### src/rtl/exp3_fluxo_dados_if.sv
// Control/status bundle between the game's control unit (master) and the
// datapath (slave), including the debug buses wired to the board displays.
interface exp3_fluxo_dados_if #(
  parameter int N = 4
);
  logic         zeraC;
  logic         contaC;
  logic         zeraR;
  logic         registraR;
  logic [N-1:0] chaves;
  logic         fimC;
  logic         igual;
  logic [3:0]   db_contagem;
  logic [N-1:0] db_memoria;
  logic [N-1:0] db_chaves;

  modport master (
    output zeraC, contaC, zeraR, registraR, chaves,
    input  fimC, igual, db_contagem, db_memoria, db_chaves
  );

  modport slave (
    input  zeraC, contaC, zeraR, registraR, chaves,
    output fimC, igual, db_contagem, db_memoria, db_chaves
  );
endinterface

### src/rtl/exp3_fluxo_dados.sv
// Game datapath: address counter, switch register, fixed 16x4 pattern ROM
// and an equality comparator between the stored switches and the ROM word.
module exp3_fluxo_dados #(
  parameter int N      = 4,
  parameter int ULTIMO = 15
) (
  input  logic               clock,
  input  logic               reset,
  exp3_fluxo_dados_if.slave  bus
);

  localparam logic [3:0] ULTIMO_ADDR = 4'(ULTIMO);

  localparam logic [3:0] ROM_TABLE [16] = '{
    4'b0001, 4'b0010, 4'b0100, 4'b1000,
    4'b0100, 4'b0010, 4'b0001, 4'b0001,
    4'b0010, 4'b0010, 4'b0100, 4'b0100,
    4'b1000, 4'b1000, 4'b0001, 4'b0100
  };

  logic [3:0]   cont_q, cont_d;
  logic [N-1:0] reg_q, reg_d;
  logic [N-1:0] rom_data;
  logic [N-1:0] bit_eq;

  // Clear wins over count/load when both are requested in the same cycle.
  always_comb begin
    cont_d = cont_q;
    if (bus.zeraC) begin
      cont_d = '0;
    end else if (bus.contaC) begin
      cont_d = (cont_q == ULTIMO_ADDR) ? 4'd0 : cont_q + 4'd1;
    end
  end

  always_comb begin
    reg_d = reg_q;
    if (bus.zeraR) begin
      reg_d = '0;
    end else if (bus.registraR) begin
      reg_d = bus.chaves;
    end
  end

  always_ff @(posedge clock) begin
    if (!reset) begin
      cont_q <= '0;
      reg_q  <= '0;
    end else begin
      cont_q <= cont_d;
      reg_q  <= reg_d;
    end
  end

  assign rom_data = N'(ROM_TABLE[cont_q]);

  // Compare against the stored register, never the live switches.
  for (genvar gi = 0; gi < N; gi++) begin : g_cmp
    assign bit_eq[gi] = ~(reg_q[gi] ^ rom_data[gi]);
  end

  assign bus.igual       = &bit_eq;
  assign bus.fimC        = (cont_q == ULTIMO_ADDR);
  assign bus.db_contagem = cont_q;
  assign bus.db_memoria  = rom_data;
  assign bus.db_chaves   = reg_q;

endmodule

### src/flat_wrapper.sv
// flat-port wrapper written by rule: the top's interface ports become plain ports
module exp3_fluxo_dados_flat 
#(
  parameter int N      = 4,
  parameter int ULTIMO = 15
)
  (clock, reset, bus_zeraC, bus_contaC, bus_zeraR, bus_registraR, bus_chaves, bus_fimC, bus_igual, bus_db_contagem, bus_db_memoria, bus_db_chaves);
  exp3_fluxo_dados_if #(.N(N)) bus_i ();
  input  logic clock;
  input  logic reset;
  input wire logic [$bits(bus_i.zeraC)-1:0] bus_zeraC;
  input wire logic [$bits(bus_i.contaC)-1:0] bus_contaC;
  input wire logic [$bits(bus_i.zeraR)-1:0] bus_zeraR;
  input wire logic [$bits(bus_i.registraR)-1:0] bus_registraR;
  input wire logic [$bits(bus_i.chaves)-1:0] bus_chaves;
  output wire logic [$bits(bus_i.fimC)-1:0] bus_fimC;
  output wire logic [$bits(bus_i.igual)-1:0] bus_igual;
  output wire logic [$bits(bus_i.db_contagem)-1:0] bus_db_contagem;
  output wire logic [$bits(bus_i.db_memoria)-1:0] bus_db_memoria;
  output wire logic [$bits(bus_i.db_chaves)-1:0] bus_db_chaves;
  assign bus_i.zeraC = bus_zeraC;
  assign bus_i.contaC = bus_contaC;
  assign bus_i.zeraR = bus_zeraR;
  assign bus_i.registraR = bus_registraR;
  assign bus_i.chaves = bus_chaves;
  assign bus_fimC = bus_i.fimC;
  assign bus_igual = bus_i.igual;
  assign bus_db_contagem = bus_i.db_contagem;
  assign bus_db_memoria = bus_i.db_memoria;
  assign bus_db_chaves = bus_i.db_chaves;
  exp3_fluxo_dados #(.N(N), .ULTIMO(ULTIMO)) u_core (.clock(clock), .reset(reset), .bus(bus_i));
endmodule
### config.mk
export PLATFORM = sky130hd
export DESIGN_NAME = exp3_fluxo_dados_flat
export DESIGN_NICKNAME = d
export VERILOG_FILES = /design/src/rtl/exp3_fluxo_dados_if.sv /design/src/rtl/exp3_fluxo_dados.sv /design/src/flat_wrapper.sv
export SDC_FILE = /design/constraint.sdc
export NUM_CORES = 1
export LEC_CHECK = 0
export BUFFER_PORTS_ARGS = -buffer_cell sky130_fd_sc_hd__buf_2
export CAP_MARGIN = 25
export CORE_AREA = 2 2 39 41
export CTS_CLUSTER_SIZE = 40
export DETAILED_ROUTE_END_ITERATION = 16
export DIE_AREA = 0 0 41 43
export GPL_TIMING_DRIVEN = 0
export PLACE_DENSITY = 0.79
export SYNTH_ARGS = -nofsm -noshare
export SYNTH_HDL_FRONTEND = slang
export SYNTH_SLANG_ARGS = --single-unit
### constraint.sdc
create_clock -name clock -period 2.15 [get_ports clock]
set_input_delay 0.215 -clock clock [delete_from_list [all_inputs] [get_ports clock]]
set_output_delay 0.215 -clock clock [all_outputs]
set_load 0.01 [all_outputs]
Word level (Yosys, flattened, before mapping)
Memories as Yosys holds them, arrays and structs flattened.
Index checks and enable logic that the tools add are counted.
- ROM bits: 64
- bits of input ports: 10
- output and inout port bits: 14
- bits in latches: 0
- register bits after elaboration: 8
- logic and storage cells: 22
- memory bits (writable): 0
- memories kept: 1
- memory list (memory ; depth ; width ; read ports ; clocked after memory_dff ; write ports ; RTL line ; source):
    (no name shown) ; 16 ; 4 ; 1 ; 0 ; 0 ; exp3_fluxo_dados.sv:55 ; assign rom_data = N'(ROM_TABLE[cont_q]);
- bitwise gates (word level): 10
- muxes and demuxes: 3
- $add $sub $neg: 1
- order comparisons: 1
- multiply operators: 0
- reductions and logical operators: 3
- equality and inequality tests: 1
- div/mod/pow operators: 0
- shift operators: 0
- operators by type and width (kind ; number):
    2-to-1 mux 4 bit ; 3
    >= comparator 5 bit, second input constant ; 1
    inverter 1 bit ; 5
    inverter 4 -> 5 bit ; 1
    adder 4 x 1 -> 4 bit, second input constant ; 1
    == test 4 bit, second input constant ; 1
    AND reduction 4 bit ; 1
    OR reduction 2 bit ; 2
    XOR 1 bit ; 4

Logic depth before layout (Yosys ltp)
Gate-level depths: netlist (run 1).
- depth in word-level cells: 7
- depth in mapped cells: 7
- gate-level depth less buffers: 6

Worst setup path before layout (run 1)
No wires, ideal clock.
- path kind: flip-flop to output port
- start point: register u_core.cont_q[1] (netlist: u_core.bus.db_contagem[1])
- end point: output port bus_igual
- data required time: 1.935 ns
- slack: 0.252 ns
- buffers on the path: 0
- arrival time: 1.683 ns
- cell stages (with the launch flop): 6
- cell sequence: dfxtp_1 -> inv_1 -> ha_1 -> mux4_2 -> xor2_1 -> nor4_2
- word-level cells in the longest chain between the ends: 7
- elaborated cells on any way between the ends: 13
- classes of those cells: 2 x mux; 9 x bitwise; 1 x reduce/logical; 1 x memory
- ends and longest elaborated chain (element ; RTL line ; source):
    start: declaration ; exp3_fluxo_dados.sv:21 ; logic [3:0] cont_q, cont_d;
    start signal: assignment ; exp3_fluxo_dados.sv:50 ; cont_q <= cont_d;
    inverter 4 -> 5 bit (not written as such) ; exp3_fluxo_dados.sv:55 ;
    memory (16 x 4 bit) ; - ;
    2-to-1 mux 4 bit (not written as such) (2 in a row) ; exp3_fluxo_dados.sv:55 ;
    via bus_db_memoria[2] ; flat_wrapper.sv:19 ; output wire logic [$bits(bus_i.db_memoria)-1:0] bus_db_memoria;
    XOR 1 bit ; exp3_fluxo_dados.sv:59 ; assign bit_eq[gi] = ~(reg_q[gi] ^ rom_data[gi]);
    inverter 1 bit ; exp3_fluxo_dados.sv:59 ;
    AND reduction 4 bit ; exp3_fluxo_dados.sv:62 ; assign bus.igual = &bit_eq;
    end: declaration ; flat_wrapper.sv:17 ; output wire logic [$bits(bus_i.igual)-1:0] bus_igual;
The timed path passes the listed nets, and every way through them passes these cells. The select of a mux whose other input is x is not followed.

Final worst setup path (run 1)
- start point: register u_core.cont_q[1] (netlist: u_core.bus.db_contagem[1])
- end point: output port bus_igual
- word-level cells in the longest chain between the ends: 7
- elaborated cells on any way between the ends: 13
- classes of those cells: 2 x mux; 9 x bitwise; 1 x reduce/logical; 1 x memory
- ends and longest elaborated chain (element ; RTL line):
    inverter 4 -> 5 bit (not written as such) (*) ; exp3_fluxo_dados.sv:55
    memory (16 x 4 bit) (*) ; -
    2-to-1 mux 4 bit (not written as such) (*) (2 in a row) ; exp3_fluxo_dados.sv:55
    XOR 1 bit ; exp3_fluxo_dados.sv:59
    inverter 1 bit ; exp3_fluxo_dados.sv:59
    AND reduction 4 bit (*) ; exp3_fluxo_dados.sv:62
Every way passes the cells marked *; elsewhere a longest branch is shown, timed or not. The select of a mux whose other input is x is not followed.

==> results of run 1 <==
through the flow:
step | util (%) | TNS [ps] | setup slack (ps)
after floorplan | - | 0 | 252
after global placement | 46.4 | 0 | 274
after detailed placement | 46.4 | 0 | 211
after CTS | 48.2 | 0 | 29.7
after global routing | 53.1 | -31.7 | -31.7
final | 53.1 | 0 | 57.6
kinds of logic (layout without fill, tap and decap cells):
logic type,Yosys count,count (layout)
fa+ha+maj,5,5
xor+xnor,6,6
simple gates,15,15
flops,8,8
mux,8,8
compound gates,4,4
buf+inv,8,36
synth_stat cells, drive strengths merged (2+ instances only):
cell	n
clkbuf	2
inv	4
nor2	8
xor2	5
buf	2
mux2i	6
ha	5
dfxtp	8
state kept, by name (all words and copies together) (netlist names):
register,flops
u_core.bus.db_contagem,4
u_core.bus.db_chaves,4
per-layer routing:
layer  wire length [µm]  vias up
met5                  0        -
met4                 18        0
met3                 57        3
met2                590       18
met1                504      206
li1                   -      238
worst min path at each step:
stage / start / endpoint / slack [ps] / cells past startpoint
global route: bus_zeraC / u_core.bus.db_contagem[1]$_SDFFE_PP0P_ / 130 / 2
CTS: bus_zeraC / u_core.bus.db_contagem[1]$_SDFFE_PP0P_ / 130 / 2
floorplan: bus_zeraC / u_core.bus.db_contagem[1]$_SDFFE_PP0P_ / 290 / 1
global placement: bus_zeraC / u_core.bus.db_contagem[1]$_SDFFE_PP0P_ / 400 / 2
detailed placement: bus_zeraC / u_core.bus.db_contagem[1]$_SDFFE_PP0P_ / 400 / 2
finish: bus_zeraC / u_core.bus.db_contagem[1]$_SDFFE_PP0P_ / 130 / 2
layout make-up:
type | instances | area [µm²]
repair buffers | 25 | 135
fillers | 125 | 649
plain buffers | 4 | 23.8
flip-flops and latches | 8 | 168
well taps | 16 | 20.0
inverters | 4 | 20.0
multi-input cells | 38 | 345
clock buffers | 3 | 22.5
power by group:
group          switching, mW  internal [mW]
combinational         0.0322         0.0335
sequential           0.00539          0.151
clock                 0.0503         0.0638
total                 0.0879          0.249
worst max-delay path, stage by stage, from the launching register on:
cell     delay (ps)
dfxtp_4         400
inv_4            50
ha_4            150
mux4_2          470
xor2_1          170
nor4_2          220
buf_2           160
what timing repair did:
action                                  in CTS  in global routing
resized for setup                            2                 11
pin swaps                                    0                  2
endpoints found under the setup margin       1                  1
buffers inserted                             0                  4
==> impl_metrics.toml, run 1 <==
[setup_path]
crit_fanout = 6
endpoint_kind = "output port"
path_class = "register to output port"
required_ps = 1930
worstReg2RegStart = "u_core.bus.db_contagem[1]$_SDFFE_PP0P_"
critPathLaunch = "u_core.bus.db_contagem[1]$_SDFFE_PP0P_"
worstPathArrival_ps = 1880
reg2reg_to = "u_core.bus.db_contagem[2]$_SDFFE_PP0P_"
crit_end = "bus_igual"
startpoint_type = "register"
rrSetupSlack_ps = 740
worstRegToRegCells = 4

[layout]
area_growth_pct = 42.1
layout.nets = 99
final_cell_mix = "buf_2, nor2_1, mux2i_1, dfxtp_1, xor2_1"
final_common_cell = "buf_2"
stdcell_area_um2 = 734
antenna_cells = 0
finalNonFillerCells = 98
drive_gt1_share_pct = 51.2

[floorplanning]
coreArea_um2 = 1380
die-area_um2 = 1760
rows = 14
die_y_um = 43
initial_utilization_pct = 37.3
die_w_um = 41
pin_count = 24

[synthesis]
synthFlopType = "dfxtp_1"
synthAdderAreaFrac_pct = 12.1
synth.mux.area_fraction_pct = 18.2
ys_seq_area_share_pct = 31.0
synth-edff-count = 0
netlist.area_leader.share_pct = 31.0
synth_xor_xnor_area_share_pct = 10.2
synth_top_family_by_area = "multiplexers"
yosysWarnings = 0
yosys.area.top_type = "dfxtp_1"
synth_compound_area_share_pct = 5.81
synth.net_count = 69
ys_ff_latch = 8
synth-simple-area-share_pct = 15.3
synth_area_um2 = 517
synthTopCellsByArea = "dfxtp_1, ha_1, mux2i_1"
synthArstFlopShare_pct = 0
synthCells = 54
syn_area_per_cell_um2 = 9.57
yosysUniqueCellTypes = 23

[timing]
finalHoldViolCount = 0
fmax_mhz = 478
tightest_slew_ps = 303
timing.final.crit_share_pct = 97.3
relSlewSlack_pct = 79.6
final-max-slew-violation-count = 0
fin_skew_ps = 0.0691
period_minus_slack_ps = 2090
rsz0062_at_grt = "true"
hold_ws_ps = 134
setup_violations = 0

[grt]
grt_pass1_vias = 393
track_usage_pct = 12.3
top_usage_layer = "met2"
use_met2_pct = 19.1
use_met1_pct = 14.1
use_met3_pct = 3.14
grt_max_degree = 10
grt_remaining_overflow = 0
antenna_found_initial = 0
grt_pass1_wl_mm = 1.48

[cts]
cts-root-buf = "clkbuf_4"
htree_levels = 1
cts.clk_slew.worst_paths_ps = 60
cts_buffers = 3
cts_num_sinks = 8
cts_tree = "done"
hold_buffers = 0
clockBufferDepth = 2
clkLatencyLatePin_ps = 260

[detailed_routing]
drt-wirelength-per-cell_um = 11.9
drt_iter0_drc = 5
drtPass1Iterations = 3
via_per_inst = 4.74
num_vias = 465
ant_nets = 0
wl_mm = 1.17
drc = 0

[min_path]
min_path_type = "input pin to register"

[pwr]
leakagePower_nw = 0.374
powerDensity_nw_per_um2 = 458
p_total_uw = 337
vdd_drop_max_v = 0.000223

[run_status]
status = "completed"

[place]
gp_congestion = 0.773
io_buffers = 21
dp_hpwl_um = 834
placed_cells = 91
dpl_cell_area_um2 = 642

[run]
max_cap_violations = 0
(Power assumes the default switching activity.)
==> inputs of run 2 (changes only) <==
--- a/config.mk
+++ b/config.mk
@@ -13,6 +13,7 @@
 export DIE_AREA = 0 0 41 43
 export GPL_TIMING_DRIVEN = 0
 export PLACE_DENSITY = 0.79
+export SETUP_SLACK_MARGIN = 0.1
 export SYNTH_ARGS = -nofsm -noshare
 export SYNTH_HDL_FRONTEND = slang
 export SYNTH_SLANG_ARGS = --single-unit
==> impl_metrics.toml, run 2 (synthesis gave the netlist of run 1 again) <==
[detailed_routing]
drtPass1Iterations = 3
via_per_inst = 4.67
num_vias = 467
drt_iter0_drc = 4
wl_mm = 1.14
drc = 0
drt-wirelength-per-cell_um = 11.4
ant_nets = 0

[cts]
clockBufferDepth = 2
hold_buffers = 0
cts_buffers = 3
cts.clk_slew.worst_paths_ps = 60
cts_tree = "done"
cts_num_sinks = 8
htree_levels = 1
cts-root-buf = "clkbuf_4"
clkLatencyLatePin_ps = 260

[setup_path]
path_buf_inv = 2
worstPathCellList = "inv_4 > ha_4 > mux4_2 > xor2_1 > nor4_2 > buf_2"
crit_family = "multiplexers"
path_class = "register to output port"
crit_fanout = 6
required_ps = 1930
slowest_delay_ps = 470
worstPathArrival_ps = 1870
startpoint_type = "register"
endpoint_kind = "output port"
critPathSlowestCell = "mux4_2"

[timing]
rsz0062_at_grt = "true"
setup_ws_ps = 67.7
fin_skew_ps = 0.0668
relSlewSlack_pct = 79.9
final-max-slew-violation-count = 0
timing.final.crit_share_pct = 96.9
fmax_mhz = 480
tightest_slew_ps = 298
finalHoldViolCount = 0
setup_violations = 0
period_minus_slack_ps = 2080

[run]
max_cap_violations = 0

[pwr]
vdd_drop_max_v = 0.000215
p_total_uw = 340
leakagePower_nw = 0.386
powerDensity_nw_per_um2 = 450

[layout]
drive_gt1_share_pct = 53.6
final_common_cell = "buf_2"
stdcell_area_um2 = 754
antenna_cells = 0
finalNonFillerCells = 100
nFillCells = 128
area_growth_pct = 46.0
final_cell_mix = "buf_2, nor2_1, mux2i_1"
layout.nets = 101
fin_util_pct = 54.5

[grt]
grt_max_degree = 10
track_usage_pct = 12.8
grt_pass1_wl_mm = 1.55
grt_pass1_vias = 411
grt_remaining_overflow = 0
antenna_found_initial = 0

[floorplanning]
die_w_um = 41
pin_count = 24
coreArea_um2 = 1380
die-area_um2 = 1760
rows = 14
initial_utilization_pct = 37.3
die_y_um = 43

[run_status]
status = "completed"

[min_path]
min_path_type = "input pin to register"

[place]
io_buffers = 21
gp_congestion = 0.773
dp_hpwl_um = 834
place_ws_ps = 211
placed_cells = 91
dpl_cell_area_um2 = 642
==> run 2: cell types whose count changed in the layout (fill, tap and decap cells not counted), sizes merged <==
cell | before | now
buf | 27 | 29
==> run 2: where the power goes <==
| group | internal (mW) | switching [mW] | total, mW |
|---|---|---|---|
| registers | 0.152 | 0.00483 | 0.156 |
| logic | 0.0358 | 0.0335 | 0.0693 |
| clock network | 0.0638 | 0.0503 | 0.114 |
==> run 2: worst paths after layout <==
path | from | to | slack (ps) | cells after the start
max | u_core.bus.db_contagem[1]$_SDFFE_PP0P_ | bus_igual | 70 | 6
min | bus_zeraC | u_core.bus.db_contagem[1]$_SDFFE_PP0P_ | 130 | 2
max reg2reg | u_core.bus.db_contagem[2]$_SDFFE_PP0P_ | u_core.bus.db_contagem[2]$_SDFFE_PP0P_ | 630 | 6
min reg2reg | u_core.bus.db_chaves[2]$_SDFFE_PP0P_ | u_core.bus.db_chaves[2]$_SDFFE_PP0P_ | 540 | 2
==> run 2: metrics by stage <==
| step | setup TNS [ps] | hold slack (ps) |
|---|---|---|
| 6_report | 0 | 135 |
| 5_1_grt | -29.5 | 131 |
| 4_1_cts | 0 | 127 |
| 3_5_place_dp | 0 | 404 |
| 3_3_place_gp | 0 | 401 |
| 2_1_floorplan | 0 | 292 |
==> run 2: layout make-up <==
cell class | count | area [µm²] | area share, %
multi-input cells | 38 | 345 | 45.8
clock buffers | 3 | 22.5 | 2.99
repair buffers | 27 | 154 | 20.4
flip-flops and latches | 8 | 169 | 22.4
plain buffers | 4 | 23.8 | 3.15
inverters | 4 | 20.0 | 2.65
well taps | 16 | 20.0 | 2.65
==> run 2: per-layer routing <==
layer | vias up | GRT usage, % | wire (µm)
met5 | - | 0 | 0
met4 | 0 | 8.00 | 18
met3 | 3 | 3.14 | 57
met2 | 18 | 20.3 | 559
met1 | 204 | 14.4 | 504
li1 | 242 | - | -
==> run 2: what timing repair did <==
item | 4_1_cts | 5_1_grt
endpoints found under the setup margin | 1 | 1
gates resized for setup | 5 | 10
pin swaps | 0 | 1
setup buffers | 2 | 4
